==> src/rtl/controle_divisao_pkg.sv <==
// Shared definitions for the restoring divider controller.
//   W_DEF / CNT_W_DEF : default operand and iteration-counter widths
//   estado_t          : FSM state encoding (2'd3 is unused and recovers to OCIOSO)
package controle_divisao_pkg;
    localparam int W_DEF     = 12;
    localparam int CNT_W_DEF = 4;

    typedef enum logic [1:0] {
        OCIOSO  = 2'd0,
        CALCULA = 2'd1,
        FIM     = 2'd2
    } estado_t;
endpackage

==> src/rtl/controle_divisao_if.sv <==
// Handshake and operand/result bus of the divider.
//   start, dividendo, divisor       : request side (driven by master)
//   quociente, resto, busy, done,
//   div_zero                        : response side (driven by slave)
interface controle_divisao_if #(
    parameter int W = controle_divisao_pkg::W_DEF
);
    logic         start;
    logic [W-1:0] dividendo;
    logic [W-1:0] divisor;
    logic [W-1:0] quociente;
    logic [W-1:0] resto;
    logic         busy;
    logic         done;
    logic         div_zero;

    modport master (
        output start, dividendo, divisor,
        input  quociente, resto, busy, done, div_zero
    );
    modport slave (
        input  start, dividendo, divisor,
        output quociente, resto, busy, done, div_zero
    );
endinterface

==> src/rtl/controle_divisao_etapa_divisao.sv <==
// One restoring-division step (purely combinational).
//   r_i       : current partial remainder
//   msb_i     : next dividend bit to shift in
//   d_i       : divisor
//   r_next_o  : partial remainder after the trial subtraction
//   q_bit_o   : quotient bit produced by this step
module etapa_divisao #(
    parameter int W = controle_divisao_pkg::W_DEF
) (
    input  logic [W-1:0] r_i,
    input  logic         msb_i,
    input  logic [W-1:0] d_i,
    output logic [W-1:0] r_next_o,
    output logic         q_bit_o
);
    logic [W-1:0] r_sh;
    logic [W:0]   t;

    assign r_sh = {r_i[W-2:0], msb_i};
    // The bit shifted out of R is kept as a guard so the subtraction is
    // done on the true W+1-bit value; needed when D > 2^(W-1).
    assign t    = {r_i[W-1], r_sh} - {1'b0, d_i};

    assign q_bit_o  = ~t[W];
    // When T >= 0 it is smaller than D, so the low W bits hold it exactly.
    assign r_next_o = q_bit_o ? t[W-1:0] : r_sh;
endmodule

==> src/rtl/controle_divisao.sv <==
// Sequential controller for a W-bit unsigned restoring divider.
// Owns the operand registers, iteration counter and start/done handshake.
//   clk   : clock, rising edge
//   rst_n : asynchronous reset, active low
//   bus   : start/operands in, quociente/resto/busy/done/div_zero out
module controle_divisao
    import controle_divisao_pkg::*;
#(
    parameter int W     = W_DEF,
    parameter int CNT_W = CNT_W_DEF
) (
    input  logic               clk,
    input  logic               rst_n,
    controle_divisao_if.slave  bus
);
    estado_t         estado_q;
    logic [CNT_W-1:0] cnt_q;
    logic [W-1:0]    dvd_q;
    logic [W-1:0]    d_q;
    logic [W-1:0]    r_q;
    logic [W-1:0]    q_q;
    logic [W-1:0]    quoc_q;
    logic [W-1:0]    resto_q;
    logic            busy_q;
    logic            done_q;
    logic            dz_q;

    logic [W-1:0]    r_d;
    logic            q_bit;
    logic [W-1:0]    q_d;

    etapa_divisao #(.W(W)) u_etapa (
        .r_i      (r_q),
        .msb_i    (dvd_q[W-1]),
        .d_i      (d_q),
        .r_next_o (r_d),
        .q_bit_o  (q_bit)
    );

    assign q_d = {q_q[W-2:0], q_bit};

    always_ff @(posedge clk or negedge rst_n) begin
        if (!rst_n) begin
            estado_q <= OCIOSO;
            cnt_q    <= '0;
            dvd_q    <= '0;
            d_q      <= '0;
            r_q      <= '0;
            q_q      <= '0;
            quoc_q   <= '0;
            resto_q  <= '0;
            busy_q   <= 1'b0;
            done_q   <= 1'b0;
            dz_q     <= 1'b0;
        end else begin
            case (estado_q)
                OCIOSO: begin
                    if (bus.start) begin
                        busy_q <= 1'b1;
                        if (bus.divisor == '0) begin
                            // Divide by zero skips the iterations entirely.
                            quoc_q   <= '1;
                            resto_q  <= bus.dividendo;
                            dz_q     <= 1'b1;
                            done_q   <= 1'b1;
                            estado_q <= FIM;
                        end else begin
                            dvd_q    <= bus.dividendo;
                            d_q      <= bus.divisor;
                            r_q      <= '0;
                            q_q      <= '0;
                            cnt_q    <= CNT_W'(W - 1);
                            dz_q     <= 1'b0;
                            estado_q <= CALCULA;
                        end
                    end
                end
                CALCULA: begin
                    r_q   <= r_d;
                    q_q   <= q_d;
                    dvd_q <= {dvd_q[W-2:0], 1'b0};
                    if (cnt_q == '0) begin
                        // Last iteration: publish this step's values directly.
                        quoc_q   <= q_d;
                        resto_q  <= r_d;
                        done_q   <= 1'b1;
                        estado_q <= FIM;
                    end else begin
                        cnt_q <= cnt_q - CNT_W'(1);
                    end
                end
                FIM: begin
                    done_q   <= 1'b0;
                    busy_q   <= 1'b0;
                    estado_q <= OCIOSO;
                end
                default: begin
                    done_q   <= 1'b0;
                    busy_q   <= 1'b0;
                    estado_q <= OCIOSO;
                end
            endcase
        end
    end

    assign bus.quociente = quoc_q;
    assign bus.resto     = resto_q;
    assign bus.busy      = busy_q;
    assign bus.done      = done_q;
    assign bus.div_zero  = dz_q;
endmodule

==> src/flat_wrapper.sv <==
// flat-port wrapper written by rule: the top's interface ports become plain ports
module controle_divisao_flat import controle_divisao_pkg::*;
#(
    parameter int W     = W_DEF,
    parameter int CNT_W = CNT_W_DEF
)
  (clk, rst_n, bus_start, bus_dividendo, bus_divisor, bus_quociente, bus_resto, bus_busy, bus_done, bus_div_zero);
  controle_divisao_if #(.W(W)) bus_i ();
  input  logic clk;
  input  logic rst_n;
  input wire logic [$bits(bus_i.start)-1:0] bus_start;
  input wire logic [$bits(bus_i.dividendo)-1:0] bus_dividendo;
  input wire logic [$bits(bus_i.divisor)-1:0] bus_divisor;
  output wire logic [$bits(bus_i.quociente)-1:0] bus_quociente;
  output wire logic [$bits(bus_i.resto)-1:0] bus_resto;
  output wire logic [$bits(bus_i.busy)-1:0] bus_busy;
  output wire logic [$bits(bus_i.done)-1:0] bus_done;
  output wire logic [$bits(bus_i.div_zero)-1:0] bus_div_zero;
  assign bus_i.start = bus_start;
  assign bus_i.dividendo = bus_dividendo;
  assign bus_i.divisor = bus_divisor;
  assign bus_quociente = bus_i.quociente;
  assign bus_resto = bus_i.resto;
  assign bus_busy = bus_i.busy;
  assign bus_done = bus_i.done;
  assign bus_div_zero = bus_i.div_zero;
  controle_divisao #(.W(W), .CNT_W(CNT_W)) u_core (.clk(clk), .rst_n(rst_n), .bus(bus_i));
endmodule
==> config.mk <==
export PLATFORM = sky130hd
export DESIGN_NAME = controle_divisao_flat
export DESIGN_NICKNAME = d
export VERILOG_FILES = /design/src/rtl/controle_divisao_pkg.sv /design/src/rtl/controle_divisao_if.sv /design/src/rtl/controle_divisao_etapa_divisao.sv /design/src/rtl/controle_divisao.sv /design/src/flat_wrapper.sv
export SDC_FILE = /design/constraint.sdc
export NUM_CORES = 1
export LEC_CHECK = 0
export CAP_MARGIN = 10
export CORE_MARGIN = 8
export CORE_UTILIZATION = 55
export DETAILED_ROUTE_END_ITERATION = 7
export PLACE_DENSITY = 0.8
export SKIP_LAST_GASP = 1
export SLEW_MARGIN = 20
export SYNTH_ARGS = -nofsm -noshare
export SYNTH_HDL_FRONTEND = slang
export SYNTH_SLANG_ARGS = --single-unit
==> constraint.sdc <==
create_clock -name clk -period 6 [get_ports clk]
set_input_delay 1.8 -clock clk [delete_from_list [all_inputs] [get_ports clk]]
set_output_delay 1.8 -clock clk [all_outputs]
set_load 0.01 [all_outputs]
Word-level counts from Yosys, hierarchy flattened
Index checks and enable logic that the tools add are counted.
- bits in read-only memories: 0
- latch bits: 0
- output and inout bits: 27
- register bits after elaboration: 80
- memories: 0
- logic and storage cells: 65
- bits in writable memories: 0
- mux-type cells: 31
- bitwise logic cells: 3
- divide/modulo/power cells: 0
- equal/unequal tests: 6
- shift-type cells: 0
- order comparisons: 0
- $add $sub $neg: 2
- reduce and logical (&&, ||, !) cells: 12
- multipliers: 0
- operators with widths (kind ; number):
    $mux W12 ; 11
    $pmux W12 S2 ; 4
    $pmux W11 S2 ; 1
    $sub A13 B12 Y13 ; 1
    $logic_not A12 Y1 ; 1
    $mux W4 ; 3
    $reduce_and A3 Y1 ; 3
    $pmux W4 S2 ; 1
    $reduce_and A4 Y1 ; 2
    $mux W2 ; 3
    $ne A2 B2 Y1 const B ; 3
    $reduce_and A2 Y1 ; 3
    $mux W1 ; 5
    $logic_not A4 Y1 ; 1
    $ne A2 B1 Y1 const B ; 2
    $pmux W1 S2 ; 2
    $pmux W2 S2 ; 1
    $sub A4 B1 Y4 const B ; 1
    $not A1 Y1 ; 3
    $eq A2 B1 Y1 const B ; 1
    $logic_not A2 Y1 ; 1
    $reduce_bool A2 Y1 ; 1

Logic depth before layout (Yosys ltp)
- depth in word-level cells: 4
- mapped depth: 11
- mapped depth without buffers: 11

Modules after synthesis
Synthesis repeated with hierarchy kept, for this count alone.
- cells, all modules: 383
- area total of the unflattened synthesis: 4204.0 sq um
- modules (own cells, without submodules) (module ; times used ; cells an instance ; area an instance (sq um)):
    controle_divisao ; 1 ; 271 ; 3301.9
    etapa_divisao ; 1 ; 112 ; 902.1

Least setup slack after synthesis
Ideal clock, no wire load.
- path type: input port to flip-flop
- start: input bus_divisor[6]
- end: register u_core.resto_q[4], in the netlist u_core.bus.resto[4]
- slack: 2.474 ns
- path buffers: 2
- stages: 9
- library setup time: 0.082 ns
- required time: 5.918 ns
- arrival: 3.444 ns
- cells stage by stage: nor4_1 -> nand3_1 -> or3_1 -> and2_1 -> clkbuf_1 -> inv_1 -> clkbuf_1 -> nor2_1 -> a31oi_1
- word-level cells in the longest chain between the ends: 3
- RTL lines (element ; RTL line ; RTL):
    start, declared ; flat_wrapper.sv:13 ; input wire logic [$bits(bus_i.divisor)-1:0] bus_divisor;
    $logic_not A12 Y1 ; controle_divisao.sv:60 ; if (bus.divisor == '0) begin
    $ne A2 B1 Y1 (no source line) ; -- ;
    $reduce_and A4 Y1 (no source line) ; -- ;
    end signal, assigned ; controle_divisao.sv:63 ; resto_q <= bus.dividendo;
    end signal, assigned ; controle_divisao.sv:85 ; resto_q <= r_d;
    end, declared ; controle_divisao.sv:23 ; logic [W-1:0] resto_q;
Every way passes these cells.
A chain may end at the register's enable or synchronous reset.

Worst setup path after layout
- start: input bus_divisor[6]
- end: register u_core.resto_q[2], in the netlist u_core.bus.resto[2]
Same word-level chain as after synthesis.

==> results.json <==
{
  "synth_enable_flop_cells": 0,
  "fin_crit_sh": 0.7912,
  "grt_pass1_wl_microns": 15050,
  "ys.flop_type": "dfrtp_1",
  "crit_type": "primary input to flip-flop",
  "die_w_microns": 100.4,
  "slew_violations": 0,
  "cts_tree": "built",
  "cp_top_family": "simple AND/OR/NAND/NOR gates",
  "clockPowerShare": 0.132,
  "antenna_cells": 0,
  "vdd_drop_max_mv": 0.3103,
  "synth_top_area_frac": 0.5110,
  "hp-class": "flip-flop to flip-flop",
  "combPwrFrac": 0.559,
  "grt_pass1_vias": 3154,
  "synthCells": 405,
  "max_slew_margin": 0.4208,
  "rows": 30,
  "antenna_left": 0,
  "synth.area.top_cells": "dfrtp_1 51%, nand2_1 5.3%, ha_1 4.5%",
  "final_nets": 496,
  "clock-root-buffer": "clkbuf_8",
  "n_fill_cell": 548,
  "clock-sinks": 80,
  "grt_use_total": 0.1876,
  "cp-end-kind": "flip-flop",
  "p_per_area_nw_per_um2": 652.4,
  "internal_power_mw": 1.776,
  "start_kind": "primary input",
  "yosysWarnings": 0,
  "async_flop_share": 1.000,
  "yosysSeqAreaShare": 0.5110,
  "status": "completed",
  "grt_overflow": 0,
  "critical_path_required_ns": 6.26,
  "max_stage_delay_ns": 0.59,
  "place_congestion": 0.8421,
  "drive_gt1_frac": 0.07625,
  "seqPwrFrac": 0.309,
  "clock_path_buffers": 2,
  "start_util": 0.5734,
  "power.share.switching": 0.4261,
  "wl_per_cell_microns": 16.04,
  "core_sq_um": 6832,
  "crit_path_top_delay_cell": "inv_1",
  "yosys.cell_types.count": 45,
  "synth_area_sq_um": 3918,
  "wirelength_microns": 8904,
  "drcViolationCount": 0,
  "tightest_slew_ns": 0.8682,
  "cts_setup_buffers": 0,
  "grt_max_degree": 81,
  "timing.fmax_mhz": 210.7,
  "fin_crit_ns": 4.747,
  "crit_chain": "clkdlybuf4s50_1 -> nor4_1 -> nand3_1 -> or3_1 -> and2_1 -> inv_1 -> buf_4 -> o22ai_1 -> a31oi_1",
  "die_area_sq_um": 10080,
  "viasPerCell": 5.596,
  "final-setup-viol-count": 0,
  "switching_power_mw": 1.319,
  "syn_to_final_growth_pct": 21.11,
  "worstPathArrival_ns": 5.01,
  "h-tree-depth": 3,
  "rsz0062_at_grt": "false",
  "first_pass_iters": 4,
  "whs_ns": 0.4867,
  "port_buffers": 53,
  "avgSynthCellArea_sq_um": 9.673,
  "antenna_found_initial": 0,
  "leakagePower_nw": 2.111,
  "final_util": 0.6945,
  "cts_buffers": 9,
  "max_cap_viol_count": 0,
  "fin_worst_skew_ns": 0.01501,
  "hpwlAfterDp_microns": 6454,
  "path_max_fanout": 21,
  "yosys.cell_count.top_type": "dfrtp_1",
  "tns_ns": 0,
  "clk_latency_ns": 0.36,
  "syn-num-nets": 447,
  "crit_buf_inv": 3,
  "cts_resized": 0,
  "placed_area_sq_um": 4538,
  "synth_area_leader_cell": "dfrtp_1",
  "dr.first_iter.drc_count": 126,
  "finalHoldViolCount": 0,
  "synth-seq-cells": 80,
  "clk_pin_slew_worst_paths_ns": 0.08,
  "via_count": 3106,
  "ios": 54,
  "design_area_sq_um": 4745,
  "synth_common_cells": "80 x dfrtp_1, 55 x nand2_1, 44 x nor2_1",
  "postCtsHoldBufs": 0,
  "fp.dieH_microns": 100.4
}
==> registers in the layout, indices dropped and copies added, names as in the netlist, 2 cells and up <==
register / cells
u_core.bus.resto: 12
u_core.cnt_q: 4
u_core.q_q: 11
u_core.d_q: 12
u_core.bus.quociente: 12
u_core.dvd_q: 12
u_core.estado_q: 2
u_core.r_q: 12
==> layer usage <==
metal | global-route usage | wire (microns)
met5 | 0 | 0
met3 | 0.03529 | 562
met4 | 0.07674 | 108
met2 | 0.3082 | 4315
met1 | 0.2370 | 3917
==> power by group through the flow <==
stage	registers [mW]	logic, mW	clock network (mW)
2_1_floorplan	0.963	1.19	0
3_3_place_gp	0.954	1.66	0
3_5_place_dp	0.964	1.73	0
4_1_cts	0.955	1.74	0.412
5_1_grt	0.985	1.91	0.430
6_report	0.956	1.73	0.407
==> cell usage in the layout, fill, tap and decap left out, drive strengths merged, types with 2 or more instances in the layout <==
cell / synthesis / final
or3: 2 / 2
ha: 14 / 14
clkdlybuf4s50: 0 / 52
dfrtp: 80 / 80
nor3: 14 / 14
nand2b: 4 / 4
nand2: 55 / 55
a21oi: 24 / 24
nor4: 4 / 4
clkbuf: 18 / 9
nand3: 2 / 2
buf: 2 / 6
clkinv: 0 / 2
xor2: 4 / 4
a22o: 10 / 10
o22ai: 6 / 6
a211oi: 2 / 2
a21o: 8 / 8
clkinvlp: 0 / 2
mux2: 4 / 4
and2: 7 / 7
and3: 3 / 3
o21a: 3 / 3
nor2b: 2 / 2
nor2: 44 / 44
inv: 19 / 21
nor3b: 2 / 2
xnor2: 9 / 9
mux2i: 10 / 10
o21ai: 32 / 32
a31oi: 9 / 9
o31ai: 2 / 2
==> path summary, 6_finish.rpt <==
kind | startpoint | endpoint | slack (ns) | depth (start not counted)
worst max-delay path | bus_divisor[6] | u_core.bus.resto[2] | 1.25 | 9
worst min-delay path | u_core.dvd_q[2] | u_core.dvd_q[2] | 0.49 | 1
worst max register to register | u_core.dvd_q[11] | u_core.bus.resto[4] | 2.79 | 11
worst min register to register | u_core.dvd_q[2] | u_core.dvd_q[2] | 0.49 | 1
max in group asynchronous | rst_n | u_core.d_q[5] | 4.04 | 1
min in group asynchronous | rst_n | u_core.bus.resto[5] | 1.44 | 1
==> metrics by stage <==
step | setup slack [ns] | total power [mW] | std cells
3_5_place_dp | 0.8791 | 2.689 | 539
4_1_cts | 1.221 | 3.103 | 555
2_1_floorplan | 2.474 | 2.157 | 405
6_report | 1.253 | 3.095 | 555
5_1_grt | 1.046 | 3.326 | 555
3_3_place_gp | 1.032 | 2.612 | 539
==> cells by family (layout without fill, tap and decap cells) <==
group / count (synthesis) / in the layout / share of synthesized area
flops: 80 / 80 / 0.5110
mux: 14 / 14 / 0.03705
simple gates: 139 / 139 / 0.1543
fa+ha+maj: 15 / 15 / 0.04983
xor+xnor: 13 / 13 / 0.03290
buf+inv: 39 / 93 / 0.03768
compound gates: 105 / 105 / 0.1773
==> area by class of cell <==
class | count | area, sq um | area share
multi-input cells | 286 | 1779 | 0.3750
inverters | 19 | 71.32 | 0.01503
repair buffers | 58 | 569.3 | 0.1200
flip-flops and latches | 80 | 2002 | 0.4219
well taps | 96 | 120.1 | 0.02532
clock buffers | 9 | 123.9 | 0.02611
clock inverters | 7 | 78.83 | 0.01661
(Power assumes the default switching activity.)
